<file path="src/rtl/instr_issue_encoder.sv">
// Packs decoded instruction fields into 10-bit words, queues them in a FIFO and
// issues them onto INSTR either free-running (with minimum spacing) or single-stepped.
module instr_issue_encoder #(
  parameter int DEPTH     = 8,
  parameter int ISSUE_GAP = 4
) (
  input  logic                       i_clk,
  input  logic                       i_rst,
  input  logic                       i_in_valid,
  output logic                       o_in_ready,
  input  logic [3:0]                 i_in_funct,
  input  logic [1:0]                 i_in_rx,
  input  logic [1:0]                 i_in_ry,
  input  logic [5:0]                 i_in_imm,
  input  logic                       i_auto,
  input  logic                       i_step,
  output logic [9:0]                 o_instr,
  output logic                       o_instr_valid,
  output logic [$clog2(DEPTH):0]     o_count,
  output logic                       o_empty
);

  localparam int AW = $clog2(DEPTH);
  localparam int CW = AW + 1;
  localparam int GW = (ISSUE_GAP > 1) ? $clog2(ISSUE_GAP) : 1;
  localparam logic [GW-1:0] GAP_LOAD = GW'(ISSUE_GAP - 1);

  typedef enum logic {S_IDLE, S_WAIT} state_t;

  logic [9:0]    r_mem [DEPTH];
  logic [AW-1:0] r_wr_ptr;
  logic [AW-1:0] r_rd_ptr;
  logic [CW-1:0] r_count;
  logic [9:0]    r_instr;
  logic          r_instr_valid;
  logic          r_step_q;
  logic          r_step_pend;
  state_t        r_state;
  logic [GW-1:0] r_gap_cnt;

  logic [9:0]    w_word;
  logic          w_full;
  logic          w_push;
  logic          w_issue;
  logic          w_step_rise;
  state_t        w_state_nxt;
  logic [GW-1:0] w_gap_nxt;

  // Codes 1100/1101 always take the immediate form, so bits [3:0] of a
  // register-form word can never hold them.
  always_comb begin
    w_word = {2'b00, i_in_rx, i_in_ry, i_in_funct};
    if (i_in_funct == 4'b1101)
      w_word = {2'b11, i_in_rx, i_in_imm};
    else if (i_in_funct == 4'b1100)
      w_word = {2'b10, i_in_rx, i_in_imm};
  end

  assign w_full      = (r_count == CW'(DEPTH));
  assign w_push      = i_in_valid && !w_full;
  assign w_step_rise = i_step && !r_step_q;

  assign o_in_ready    = !w_full;
  assign o_empty       = (r_count == '0);
  assign o_count       = r_count;
  assign o_instr       = r_instr;
  assign o_instr_valid = r_instr_valid;

  always_comb begin
    w_state_nxt = r_state;
    w_gap_nxt   = r_gap_cnt;
    w_issue     = 1'b0;
    case (r_state)
      S_IDLE: begin
        if (!o_empty && (i_auto || r_step_pend)) begin
          w_issue   = 1'b1;
          w_gap_nxt = GAP_LOAD;
          if (ISSUE_GAP > 1)
            w_state_nxt = S_WAIT;
        end
      end
      S_WAIT: begin
        if (r_gap_cnt <= GW'(1)) begin
          w_gap_nxt   = '0;
          w_state_nxt = S_IDLE;
        end else begin
          w_gap_nxt = r_gap_cnt - GW'(1);
        end
      end
      default: begin
        w_gap_nxt   = '0;
        w_state_nxt = S_IDLE;
      end
    endcase
  end

  always_ff @(posedge i_clk) begin
    if (i_rst) begin
      r_state   <= S_IDLE;
      r_gap_cnt <= '0;
    end else begin
      r_state   <= w_state_nxt;
      r_gap_cnt <= w_gap_nxt;
    end
  end

  // Storage needs no reset: occupancy and pointers define what is valid.
  always_ff @(posedge i_clk) begin
    if (w_push)
      r_mem[r_wr_ptr] <= w_word;
  end

  always_ff @(posedge i_clk) begin
    if (i_rst) begin
      r_wr_ptr <= '0;
      r_rd_ptr <= '0;
      r_count  <= '0;
    end else begin
      if (w_push)
        r_wr_ptr <= r_wr_ptr + AW'(1);
      if (w_issue)
        r_rd_ptr <= r_rd_ptr + AW'(1);
      case ({w_push, w_issue})
        2'b10:   r_count <= r_count + CW'(1);
        2'b01:   r_count <= r_count - CW'(1);
        default: r_count <= r_count;
      endcase
    end
  end

  always_ff @(posedge i_clk) begin
    if (i_rst) begin
      r_instr       <= '0;
      r_instr_valid <= 1'b0;
    end else begin
      r_instr_valid <= w_issue;
      if (w_issue)
        r_instr <= r_mem[r_rd_ptr];
    end
  end

  // At most one outstanding step; edges arriving while one is pending are dropped.
  always_ff @(posedge i_clk) begin
    if (i_rst) begin
      r_step_q    <= 1'b0;
      r_step_pend <= 1'b0;
    end else begin
      r_step_q <= i_step;
      if (i_auto)
        r_step_pend <= 1'b0;
      else if (w_issue)
        r_step_pend <= 1'b0;
      else if (w_step_rise)
        r_step_pend <= 1'b1;
    end
  end

endmodule

</file>
<file path="config.mk">
export PLATFORM = sky130hd
export DESIGN_NAME = instr_issue_encoder
export DESIGN_NICKNAME = d
export VERILOG_FILES = /design/src/rtl/instr_issue_encoder.sv
export SDC_FILE = /design/constraint.sdc
export NUM_CORES = 1
export LEC_CHECK = 0
export ABC_AREA = 1
export CAP_MARGIN = 20
export CORE_MARGIN = 2
export CORE_UTILIZATION = 35
export DETAILED_ROUTE_END_ITERATION = 7
export GPL_ROUTABILITY_DRIVEN = 1
export GPL_TIMING_DRIVEN = 1
export HOLD_SLACK_MARGIN = 0.08
export PLACE_DENSITY = 0.49
export SLEW_MARGIN = 40
export SYNTH_ARGS = -nofsm -noshare
export SYNTH_HDL_FRONTEND = slang
export SYNTH_SLANG_ARGS = --single-unit
</file>
<file path="constraint.sdc">
create_clock -name i_clk -period 2.1 [get_ports i_clk]
set_input_delay 0.21 -clock i_clk [delete_from_list [all_inputs] [get_ports i_clk]]
set_output_delay 0.21 -clock i_clk [all_outputs]
set_load 0.005 [all_outputs]
</file>
==> metrics <==
WL/cell 14.6 um; fillcell total 1310; first-pass GRT wire length 16600 um; share of cells above drive strength 1 10.2%; status complete, no violations; Via Count 3277; metal2 WL 4700 um; CP Cell Sequence nor2_2, nand3_1, nand2_2, ha_1, nand2_1, inv_1, nor2_1, ha_1, a21oi_1, xnor2_1, o21ai_0, inv_1; GRT Resource Usage Total 15.5%; Post-Layout Cell Count 715; clk buf depth 2; CP Launch Point o_count[0]$_SDFFE_PP0P_; relative slew slack 48.0%; Yosys cell types 27; max-slew violation count 0; 1st-pass router iterations 4; RSZ-0062 raised after global routing no; Mapped Avg Cell Area 9.72 um2; ys async rst share 0%; CTS tree done; R2R Path Start o_count[0]$_SDFFE_PP0P_; vias in the first global route 3121; Detail Route Antenna Nets 0; DR iter-0 viols 192; fin crit period 1.82 ns; die area 0.0145 mm2; Worst Path Arrival 2.07 ns; post-cts sizing count 0; Worst Hold Class primary input to flop; highest metal used met4; clock root cell clkbuf_16; cell row count 42; pwr dens 1130 mW/mm2; vias per cell 4.58; fin util 42.1%; Least-Margin Pin Slew 0.772 ns; clock skew 0.00960 ns; core area 0.0132 mm2; cell family with most CP delay simple AND/OR/NAND/NOR gates; slowest stage delay, CP 0.37 ns; hpwl dp 6370 um; Layout Area Growth over Synthesis 17.4%; Initial Util 35.8%; worst hold slack 0.409 ns; netlist area before placement 0.00474 mm2; residual DRC count 0; Crit. End Element flop; CTS sink cnt 106; VDD IR max 0.000510 V; fin crit share 86.9%; Inst Count DP 698; Pint 0.00416 W; Bufs and invs on worst path 2; largest net degree at the start of global routing 43; IO Count 36; WS Path Type flop to flop; setup TNS 0 ns; Synth Instances 488; worst-path fanout max 5; initial antenna violation count 0; Gate power share 32.8%; sequential power share 42.0%; critical path data required time 2.35 ns; Die W 120 um; Leak 2.35 nW; sequential element share of the synthesized area 61.6%; Clock Latency Late Sink 0.35 ns; dpl ws 0.0511 ns; H-tree levels 3; GRT overflow 0; Setup violations, final 0; startpoint types flop; # diodes 0; WL met3 446 um; Die Span Y 120 um; Final WS setup 0.276 ns; Max Cap Violations 0; Nets 558; Clk pwr share 25.2%; Seq cells post-synth 106; Post-synth EDFFs 80; port bufs 35; Final GP Congestion 0.728; Net Sw Frac 33.7%; Most used DFF post-synth edfxtp_1; Syn Nets 512; FMAX 548 MHz; Synth warnings 0; final hold viol count 0; CTS Buf Count 9; Detailed Route WL 10400 um; min-delay src i_step; P_sw 0.00212 W; CP max stage cell dfxtp_1; met1 wire length 5080 um; Worst-path clk slew 0.07 ns
[cell usage in the layout, fill, tap and decap left out, types with 5 or more instances in the layout]
cell and n:
a21oi_1 13, a21oi_2 7, buf_4 18, clkbuf_16 9, clkdlybuf4s50_1 35, dfxtp_1 26
edfxtp_1 80, ha_1 5, inv_1 86, nand2_1 139, nand3_1 57, nand3_2 8
nor2_1 27, o21ai_0 10
[power by group through the flow]
stage | clock network [W] | registers, W | logic (W)
detailed placement | 0 | 0.00268 | 0.00208
global placement | 0 | 0.00268 | 0.00205
finish | 0.00158 | 0.00264 | 0.00206
global route | 0.00171 | 0.00267 | 0.00234
floorplan | 0 | 0.00268 | 0.00144
CTS | 0.00164 | 0.00264 | 0.00208
[kinds of logic after synthesis]
logic type | synth area share [%]
adder cells (fa/ha/maj) | 1.32
buffers and inverters | 10.8
AND/OR/NAND/NOR | 21.8
XOR/XNOR | 0.554
AO/OA/AOI/OAI | 3.88
flip-flops | 61.6
[final cells by class]
class	count	area, um2	area share [%]
tap	176	220	3.95
clock inverter	4	27.5	0.494
inverter	88	338	6.07
multi-input combinational	275	1310	23.5
timing repair buffer	54	505	9.08
sequential	106	2920	52.5
clock buffer	12	246	4.43
[worst register-to-register path, cell delays in order, from the launching register on]
cell     delay (ns)
dfxtp_1        0.37
nor2_2         0.16
nand3_1        0.12
nand2_2        0.11
ha_1           0.21
nand2_1        0.07
inv_1          0.07
nor2_1         0.05
ha_1           0.17
a21oi_1        0.14
xnor2_1        0.08
o21ai_0        0.13
inv_1          0.05
[per-stage QoR]
stage	instance area, um2	total power [W]
floorplan	4740	0.00412
global placement	5290	0.00473
detailed placement	5290	0.00476
CTS	5560	0.00636
global route	5570	0.00672
finish	5570	0.00627
[sequential cells by signal (all words and copies together) (netlist names)]
register / cells
r_step_pend: 1
r_gap_cnt: 2
o_count: 4
r_wr_ptr: 3
r_mem: 80
r_rd_ptr: 3
o_instr: 10
r_step_q: 1
r_state: 1
o_instr_valid: 1
[path summary, 6_finish.rpt]
check,endpoint,slack (ns),depth (start not counted)
min reg2reg,o_instr[4]$_SDFFE_PP0P_,0.47,2
min,r_step_q$_SDFF_PP0_,0.41,3
max reg2reg,o_count[2]$_SDFFE_PP0P_,0.28,12
max,o_count[2]$_SDFFE_PP0P_,0.28,12
[synth_stat cells (2+ instances only)]
library cell | number | area share, %
nor2_1 | 27 | 2.1
xnor2_1 | 2 | 0.37
dfxtp_1 | 26 | 11
buf_2 | 7 | 0.74
buf_6 | 7 | 1.7
edfxtp_1 | 80 | 51
a21oi_1 | 13 | 1.4
inv_1 | 86 | 6.8
ha_1 | 5 | 1.3
nand2_1 | 139 | 11
nand3_2 | 8 | 1.7
o21ai_0 | 10 | 1.1
clkbuf_8 | 2 | 0.58
a21oi_2 | 7 | 1.3
nand3_1 | 57 | 6.0
[layer usage]
| metal | up-vias | track usage, % |
|---|---|---|
| met1 | 1559 | 20.5 |
| met2 | 61 | 24.3 |
| met3 | 11 | 4.10 |
| met5 | - | 0 |
| li1 | 1646 | - |
| met4 | 0 | 6.40 |
[repair_timing]
item | CTS | global route
hold buffers | 0 | 0
buffers inserted | 0 | 1
endpoints found under the setup margin | 0 | 1
(Power assumes the default switching activity.)
